==> src/rtl/ram_fifo_ctrl_if.sv <==
// Push/pop handshake bundle between a producer/consumer and ram_fifo_ctrl.
// The master side drives data and valid/ready requests; the slave side is the controller.
interface ram_fifo_ctrl_if #(
  parameter int SIZE   = 8,
  parameter int DEPTH  = 8,
  parameter int ADDR_W = $clog2(DEPTH)
);
  logic [SIZE-1:0] wr_data;
  logic            wr_valid;
  logic            wr_ready;
  logic [SIZE-1:0] rd_data;
  logic            rd_valid;
  logic            rd_ready;
  logic [ADDR_W:0] count;

  modport master (
    output wr_data, wr_valid, rd_ready,
    input  wr_ready, rd_data, rd_valid, count
  );

  modport slave (
    input  wr_data, wr_valid, rd_ready,
    output wr_ready, rd_data, rd_valid, count
  );
endinterface

==> src/rtl/ram_fifo_ctrl.sv <==
// First-word-fall-through FIFO controller driving an external simple dual-port RAM.
// Define FIFO_CTRL_ERR_FLAGS_EN to add sticky overflow/underflow outputs.
module ram_fifo_ctrl #(
  parameter int SIZE   = 8,
  parameter int DEPTH  = 8,
  parameter int ADDR_W = $clog2(DEPTH)
) (
  input  logic              clk,
  input  logic              rst,
  ram_fifo_ctrl_if.slave    fifo,
  output logic [ADDR_W-1:0] ram_waddr,
  output logic [SIZE-1:0]   ram_wdata,
  output logic              ram_we,
  output logic [ADDR_W-1:0] ram_raddr,
  input  logic [SIZE-1:0]   ram_rdata
`ifdef FIFO_CTRL_ERR_FLAGS_EN
  ,
  output logic              overflow,
  output logic              underflow
`endif
);

  logic [ADDR_W:0] wptr;
  logic [ADDR_W:0] rptr;
  logic [ADDR_W:0] rptr_next;
  logic [ADDR_W:0] count;
  logic            rd_valid_q;
  logic            full;
  logic            push;
  logic            pop;

  assign count     = wptr - rptr;
  assign full      = (count == (ADDR_W+1)'(DEPTH));
  assign push      = fifo.wr_valid && fifo.wr_ready;
  assign pop       = rd_valid_q && fifo.rd_ready;
  assign rptr_next = rptr + {{ADDR_W{1'b0}}, pop};

  assign fifo.wr_ready = !full && !rst;
  assign fifo.rd_valid = rd_valid_q;
  assign fifo.rd_data  = ram_rdata;
  assign fifo.count    = count;

  assign ram_we    = push;
  assign ram_waddr = wptr[ADDR_W-1:0];
  assign ram_wdata = fifo.wr_data;
  // Reading at rptr_next keeps the head re-read while stalled and prefetches the next word on a pop.
  assign ram_raddr = rptr_next[ADDR_W-1:0];

  // The pre-edge wptr is used so a word is never read on the same edge that writes it.
  always_ff @(posedge clk) begin
    if (rst) begin
      wptr       <= '0;
      rptr       <= '0;
      rd_valid_q <= 1'b0;
    end else begin
      if (push) begin
        wptr <= wptr + 1'b1;
      end
      rptr       <= rptr_next;
      rd_valid_q <= (wptr != rptr_next);
    end
  end

`ifdef FIFO_CTRL_ERR_FLAGS_EN
  always_ff @(posedge clk) begin
    if (rst) begin
      overflow  <= 1'b0;
      underflow <= 1'b0;
    end else begin
      if (fifo.wr_valid && !fifo.wr_ready) begin
        overflow <= 1'b1;
      end
      if (fifo.rd_ready && !rd_valid_q) begin
        underflow <= 1'b1;
      end
    end
  end
`endif

endmodule
==> src/flat_wrapper.sv <==
// flat-port wrapper written by rule: the top's interface ports become plain ports
module ram_fifo_ctrl_flat 
#(
  parameter int SIZE   = 8,
  parameter int DEPTH  = 8,
  parameter int ADDR_W = $clog2(DEPTH)
)
  (clk, rst, ram_waddr, ram_wdata, ram_we, ram_raddr, ram_rdata, fifo_wr_data, fifo_wr_valid, fifo_rd_ready, fifo_wr_ready, fifo_rd_data, fifo_rd_valid, fifo_count);
  ram_fifo_ctrl_if #(.SIZE(SIZE), .DEPTH(DEPTH), .ADDR_W(ADDR_W)) fifo_i ();
  input  logic clk;
  input  logic rst;
  output logic [ADDR_W-1:0] ram_waddr;
  output logic [SIZE-1:0] ram_wdata;
  output logic ram_we;
  output logic [ADDR_W-1:0] ram_raddr;
  input  logic [SIZE-1:0] ram_rdata;
  input wire logic [$bits(fifo_i.wr_data)-1:0] fifo_wr_data;
  input wire logic [$bits(fifo_i.wr_valid)-1:0] fifo_wr_valid;
  input wire logic [$bits(fifo_i.rd_ready)-1:0] fifo_rd_ready;
  output wire logic [$bits(fifo_i.wr_ready)-1:0] fifo_wr_ready;
  output wire logic [$bits(fifo_i.rd_data)-1:0] fifo_rd_data;
  output wire logic [$bits(fifo_i.rd_valid)-1:0] fifo_rd_valid;
  output wire logic [$bits(fifo_i.count)-1:0] fifo_count;
  assign fifo_i.wr_data = fifo_wr_data;
  assign fifo_i.wr_valid = fifo_wr_valid;
  assign fifo_i.rd_ready = fifo_rd_ready;
  assign fifo_wr_ready = fifo_i.wr_ready;
  assign fifo_rd_data = fifo_i.rd_data;
  assign fifo_rd_valid = fifo_i.rd_valid;
  assign fifo_count = fifo_i.count;
  ram_fifo_ctrl #(.SIZE(SIZE), .DEPTH(DEPTH), .ADDR_W(ADDR_W)) u_core (.clk(clk), .rst(rst), .fifo(fifo_i), .ram_waddr(ram_waddr), .ram_wdata(ram_wdata), .ram_we(ram_we), .ram_raddr(ram_raddr), .ram_rdata(ram_rdata));
endmodule
==> config.mk <==
export PLATFORM = sky130hd
export DESIGN_NAME = ram_fifo_ctrl_flat
export DESIGN_NICKNAME = d
export VERILOG_FILES = /design/src/rtl/ram_fifo_ctrl_if.sv /design/src/rtl/ram_fifo_ctrl.sv /design/src/flat_wrapper.sv
export SDC_FILE = /design/constraint.sdc
export NUM_CORES = 1
export LEC_CHECK = 0
export CAP_MARGIN = 10
export CORE_MARGIN = 4
export CORE_UTILIZATION = 41
export CTS_BUF_LIST = sky130_fd_sc_hd__clkbuf_2
export CTS_CLUSTER_DIAMETER = 100
export CTS_CLUSTER_SIZE = 28
export DETAILED_ROUTE_END_ITERATION = 16
export PLACE_DENSITY = 0.88
export SLEW_MARGIN = 20
export SYNTH_ARGS = -nofsm -noshare
export SYNTH_HDL_FRONTEND = slang
export SYNTH_SLANG_ARGS = --single-unit
==> constraint.sdc <==
create_clock -name clk -period 6.9 [get_ports clk]
set_input_delay 1.725 -clock clk [delete_from_list [all_inputs] [get_ports clk]]
set_output_delay 1.725 -clock clk [all_outputs]
set_load 0.005 [all_outputs]
==> results of run 1 <==
## per-layer routing
metal / GRT usage (%) / up-vias / routed length, um / share of wire [%]
met5: 0 / - / 0 / 0
met4: 4.37 / 0 / 14 / 1.1
met2: 16.9 / 19 / 569 / 43
met1: 12.1 / 245 / 589 / 45
li1: - / 271 / - / -
met3: 5.16 / 4 / 149 / 11
## power groups by stage
stage                     Clock (W)  Sequential [W]  Combinational (W)
after global routing      0.0000384       0.0000687           0.000128
after detailed placement          0       0.0000689           0.000116
final                     0.0000336       0.0000674           0.000115
after global placement            0       0.0000689           0.000113
after floorplan                   0       0.0000671          0.0000788
after CTS                 0.0000346       0.0000676           0.000117
## flip-flops by register name, summed over array words and instances, names as in the netlist
signal / count
u_core.fifo.rd_valid: 1
u_core.wptr: 4
u_core.rptr: 4
## logic make-up (layout without fill, tap and decap cells)
logic type	count (synthesis)	after routing	synth area share (%)
and+or+nand+nor	25	25	18.3
AOI/OAI and AO/OA	9	9	9.05
xor gates and xnor gates	8	8	8.89
muxes	3	3	4.60
DFF	9	9	22.9
adders and majority gates	7	7	12.1
buffers and inverters	29	26	24.3
## layout make-up
| class | count | area (sq um) | share of cell area, % |
|---|---|---|---|
| multi-input cells | 52 | 417 | 50.2 |
| flip-flops and latches | 9 | 180 | 21.7 |
| repair buffers | 16 | 160 | 19.3 |
| well taps | 25 | 31.3 | 3.77 |
| inverters | 6 | 22.5 | 2.71 |
| clock buffers | 3 | 15.0 | 1.81 |
| clock inverters | 1 | 5.00 | 0.602 |
## worst min-delay path, cell delays in order (launching register included)
cell and delay, ns:
dfxtp_1 0.40, xor2_1 0.08, nor2_1 0.07
## Yosys cell counts (all sizes together)
cell,instances
a21o,1
a21oi,2
a31oi,2
a41oi,1
and2,2
and3b,1
buf,22
clkbuf,1
dfxtp,9
fa,1
ha,6
inv,6
mux2,2
mux2i,1
nand2,2
nand2b,3
nand3,2
nand4,1
nor2,5
nor2b,5
nor3,1
o21a,1
o21ai,2
or2,1
or3,2
xnor2,5
xor2,3
## stage by stage
stage          setup WS (ns)  instances  area [sq um]  hold slack [ns]
2_1_floorplan           2.61         90           788            0.528
3_3_place_gp            1.78        108           811            0.551
3_5_place_dp            1.75        108           811            0.569
4_1_cts                 1.75        112           831            0.594
5_1_grt                 1.65        112           831            0.634
6_report                1.76        112           831            0.581
## final timing paths
| check | from | to | slack [ns] | cells past startpoint |
|---|---|---|---|---|
| hold / removal | u_core.rptr[3]$_SDFF_PP0_ | u_core.rptr[3]$_SDFF_PP0_ | 0.58 | 2 |
| hold reg to reg | u_core.rptr[3]$_SDFF_PP0_ | u_core.rptr[3]$_SDFF_PP0_ | 0.58 | 2 |
| setup reg to reg | u_core.wptr[0]$_SDFFE_PP0P_ | u_core.wptr[2]$_SDFFE_PP0P_ | 4.57 | 8 |
| setup / recovery | fifo_rd_ready | ram_raddr[2] | 1.76 | 6 |
==> flow_metrics.tcl, run 1 <==
set metrics [dict create \
    ys.warnings.count 0 \
    gr-total-overflow 0 \
    drc 0 \
    crit_required_ns 5.18 \
    cts_buffers 3 \
    hold_class "reg -> reg" \
    slew_headroom_pct 67.5 \
    track_usage_pct 10.7 \
    hold_violations 0 \
    pwr-share-comb_pct 53.3 \
    synthToLayoutAreaGrowth_pct 5.40 \
    wl_mm 1.32 \
    syn_avg_cell_area_sq_um 8.76 \
    p_int_w 0.000138 \
    setup_viol 0 \
    fp.coreArea_sq_mm 0.00178 \
    synth_nets 117 \
    grt_pass1_vias 519 \
    worst-path-buf-inv 2 \
    postCtsHoldBufs 0 \
    vias 539 \
    n_fill_cell 167 \
    port_buffers 16 \
    min_period_ns 5.14 \
    die_area_sq_mm 0.00269 \
    end_kind "primary output" \
    total_power_w 0.000216 \
    drt_iter0_markers 18 \
    h-tree-depth 1 \
    seq_power_share_pct 31.2 \
    path_clk_slew_ns 0.10 \
    fmax_ghz 0.194 \
    post-dp-hpwl_mm 1.08 \
    grt_max_degree 15 \
    ir_worst_vdd_mv 0.151 \
    finClkSkew_ns 0.00685 \
    leakage_nw 0.336 \
    p_sw_share_pct 36.0 \
    initial_core_util_pct 44.2 \
    path_cells "clkdlybuf4s50_1 -> and2_1 -> ha_1 -> ha_1 -> xor2_1 -> clkdlybuf4s50_1" \
    cts_max_path_buffers 2 \
    utilization_pct 46.6 \
    synthCells 90 \
    yosysSeqAreaShare_pct 22.9 \
    postCtsResizedCells 0 \
    cp.arrival_ns 3.42 \
    drive_gt1_share_pct 10.3 \
    cts_setup_buffers 0 \
    critical_path.max_fanout 3 \
    ios 49 \
    ys_ff_latch 9 \
    crit_family "buffers and inverters" \
    maxCapViolCount 0 \
    clock-root-buffer "clkbuf_2" \
    powerDensity_mw_per_mm2 260 \
    yosysTopAreaCell "dfxtp_1" \
    cpPeakStageDelay_ns 0.55 \
    synth_area_sq_um 788 \
    nets 115 \
    clkPwrFrac_pct 15.5 \
    final_common_cell "clkdlybuf4s50_1" \
    synth.top_cell.area_share_pct 22.9 \
    die_h_um 51.8 \
    via_per_inst 4.81 \
    final_cell_mix "clkdlybuf4s50_1 (16), dfxtp_1 (9), inv_1 (6), ha_1 (6)" \
    yosys-top-cells-area "dfxtp_1 (23%), buf_4 (21%), ha_1 (9.5%)" \
    n_antenna_cell 0 \
    fp.dieW_um 51.8 \
    grt_setup_unrepaired "no" \
    p_sw_w 0.0000779 \
    tightest_slew_ns 0.485 \
    antenna_found_initial 0 \
    finalSetupTns_ns 0 \
    critical_path_class "in -> out" \
    gp_congestion 0.795 \
    status "completed" \
    maxSlewViolCount 0 \
    slowest_stage "clkdlybuf4s50_1" \
    start_kind "primary input" \
    min_period_over_period_pct 74.5 \
    ant_nets 0 \
    clkSinkCount 9 \
    wl_per_cell_um 11.8 \
    clkLatencyLatePin_ns 0.26 \
    grt_pass1_wl_mm 2.18 \
    num_rows 15 \
    dr.pass1.iters 4 \
    cts_tree "built" \
    synth_cell_types 31 \
]
(Power assumes the default switching activity.)
==> run 2, diff against run 1 <==
--- a/config.mk
+++ b/config.mk
@@ -7,12 +7,12 @@
 export LEC_CHECK = 0
 export CAP_MARGIN = 10
 export CORE_MARGIN = 4
-export CORE_UTILIZATION = 41
+export CORE_UTILIZATION = 34
 export CTS_BUF_LIST = sky130_fd_sc_hd__clkbuf_2
 export CTS_CLUSTER_DIAMETER = 100
 export CTS_CLUSTER_SIZE = 28
 export DETAILED_ROUTE_END_ITERATION = 16
-export PLACE_DENSITY = 0.88
+export PLACE_DENSITY = 0.78
 export SLEW_MARGIN = 20
 export SYNTH_ARGS = -nofsm -noshare
 export SYNTH_HDL_FRONTEND = slang
==> constraint.sdc (replaced) <==
create_clock -name clk -period 4.3 [get_ports clk]
set_input_delay 1.075 -clock clk [delete_from_list [all_inputs] [get_ports clk]]
set_output_delay 1.075 -clock clk [all_outputs]
set_load 0.005 [all_outputs]
==> flow_metrics.tcl, run 2 (synthesized netlist as in run 1, its figures left out) <==
set metrics [dict create \
    num_rows 17 \
    slew_headroom_pct 69.2 \
    finalSetupTns_ns 0 \
    cts_tree "built" \
    h-tree-depth 1 \
    min_period_ns 3.84 \
    dr.pass1.iters 3 \
    hold_class "reg -> reg" \
    powerDensity_mw_per_mm2 417 \
    nets 115 \
    fp.dieW_um 56.2 \
    critical_path_class "reg -> out" \
    r2r_setup_slack_ns 1.99 \
    antenna_found_initial 0 \
    clkSinkCount 9 \
    ios 49 \
    path_cells "inv_1 -> ha_1 -> inv_1 -> fa_1 -> nand2b_1 -> nor2_1 -> a31oi_4 -> nor2b_1 -> clkdlybuf4s50_1" \
    min_period_over_period_pct 89.3 \
    cpPeakStageDelay_ns 0.46 \
    postCtsHoldBufs 0 \
    drt_iter0_markers 3 \
    cts_max_path_buffers 2 \
    clock-root-buffer "clkbuf_2" \
    end_kind "primary output" \
    hold_slack_ns 0.603 \
    hold_violations 0 \
    die_area_sq_mm 0.00315 \
    n_antenna_cell 0 \
    crit_required_ns 3.22 \
    leakage_nw 0.336 \
    utilization_pct 37.7 \
    critical_path.max_fanout 6 \
    gp_congestion 0.770 \
    cp.arrival_ns 2.77 \
    ant_nets 0 \
    slowest_stage "clkdlybuf4s50_1" \
    path_clk_slew_ns 0.09 \
    maxSlewViolCount 0 \
    vias 527 \
    via_per_inst 4.58 \
    synthToLayoutAreaGrowth_pct 5.87 \
    setup_viol 0 \
    grt_max_degree 15 \
    drive_gt1_share_pct 10.3 \
    track_usage_pct 9.75 \
    tightest_slew_ns 0.460 \
    grt_pass1_wl_mm 2.42 \
    fp.coreArea_sq_mm 0.00221 \
    clkLatencyLatePin_ns 0.25 \
    path_common_cell "inv_1" \
    finClkSkew_ns 0.00359 \
    die_h_um 56.2 \
    initial_core_util_pct 35.6 \
    drc 0 \
    post-dp-hpwl_mm 1.16 \
    postCtsResizedCells 0 \
    ir_worst_vdd_mv 0.223 \
    final_common_cell "clkdlybuf4s50_1" \
    status "completed" \
    gr-total-overflow 0 \
    wl_per_cell_um 12.5 \
    port_buffers 16 \
    final_cell_mix "clkdlybuf4s50_1 (16), dfxtp_1 (9), inv_1 (6), ha_1 (6)" \
    grt_setup_unrepaired "no" \
    grt_pass1_vias 568 \
    cts_buffers 3 \
    fmax_ghz 0.260 \
    start_kind "flip-flop" \
    wl_mm 1.43 \
    maxCapViolCount 0 \
    cts_setup_buffers 0 \
]
## run 2: cell count changes in the layout (fill, tap and decap cells not counted), sizes merged
cell    previous run  this run
clkinv             1         0
clkbuf             3         4
## run 2: stage by stage
stage	instances	instance area [sq um]	total power (W)	setup slack (ns)
final	115	835	0.000348	0.459
after global routing	115	835	0.000381	0.244
after CTS	115	835	0.000354	0.442
after detailed placement	111	815	0.000294	0.443
after global placement	111	815	0.000293	0.480
after floorplan	90	788	0.000234	1.31
## run 2: path summary, 6_finish.rpt
| check | end | cells past startpoint | from |
|---|---|---|---|
| hold / removal | u_core.rptr[3]$_SDFF_PP0_ | 2 | u_core.rptr[3]$_SDFF_PP0_ |
| setup / recovery | ram_we | 9 | u_core.wptr[0]$_SDFFE_PP0P_ |
| setup reg to reg | u_core.wptr[0]$_SDFFE_PP0P_ | 8 | u_core.wptr[0]$_SDFFE_PP0P_ |
| hold reg to reg | u_core.rptr[3]$_SDFF_PP0_ | 2 | u_core.rptr[3]$_SDFF_PP0_ |
## run 2: power by group
part,leakage (nW),internal [W],switching [W],total [W]
registers,0.0732,0.0000951,0.0000138,0.000109
clock network,0.0166,0.0000247,0.0000302,0.0000549
logic,0.247,0.000106,0.0000782,0.000184
total,0.336,0.000226,0.000122,0.000348
## run 2: final cells by class
cell class,instances,area [sq um]
multi-input combinational,52,417
inverter,6,22.5
fill,226,1380
clock buffer,4,20.0
tap,28,35.0
timing repair buffer,16,160
sequential,9,180
## run 2: layer usage
layer / vias to the layer above / wire [um] / GRT usage (%)
met2: 27 / 616 / 13.5
met3: 6 / 136 / 4.41
met5: - / 0 / 0
met4: 0 / 43 / 7.80
met1: 226 / 637 / 11.4
li1: 268 / - / -
## run 2: critical path, delay by kind of cell, from the launching register on
| kind | cells | cell delay (ns) |
|---|---|---|
| compound gates | 1 | 0.17 |
| fa+ha+maj | 2 | 0.64 |
| buf+inv | 3 | 0.62 |
| simple gates | 3 | 0.64 |
| flops | 1 | 0.45 |
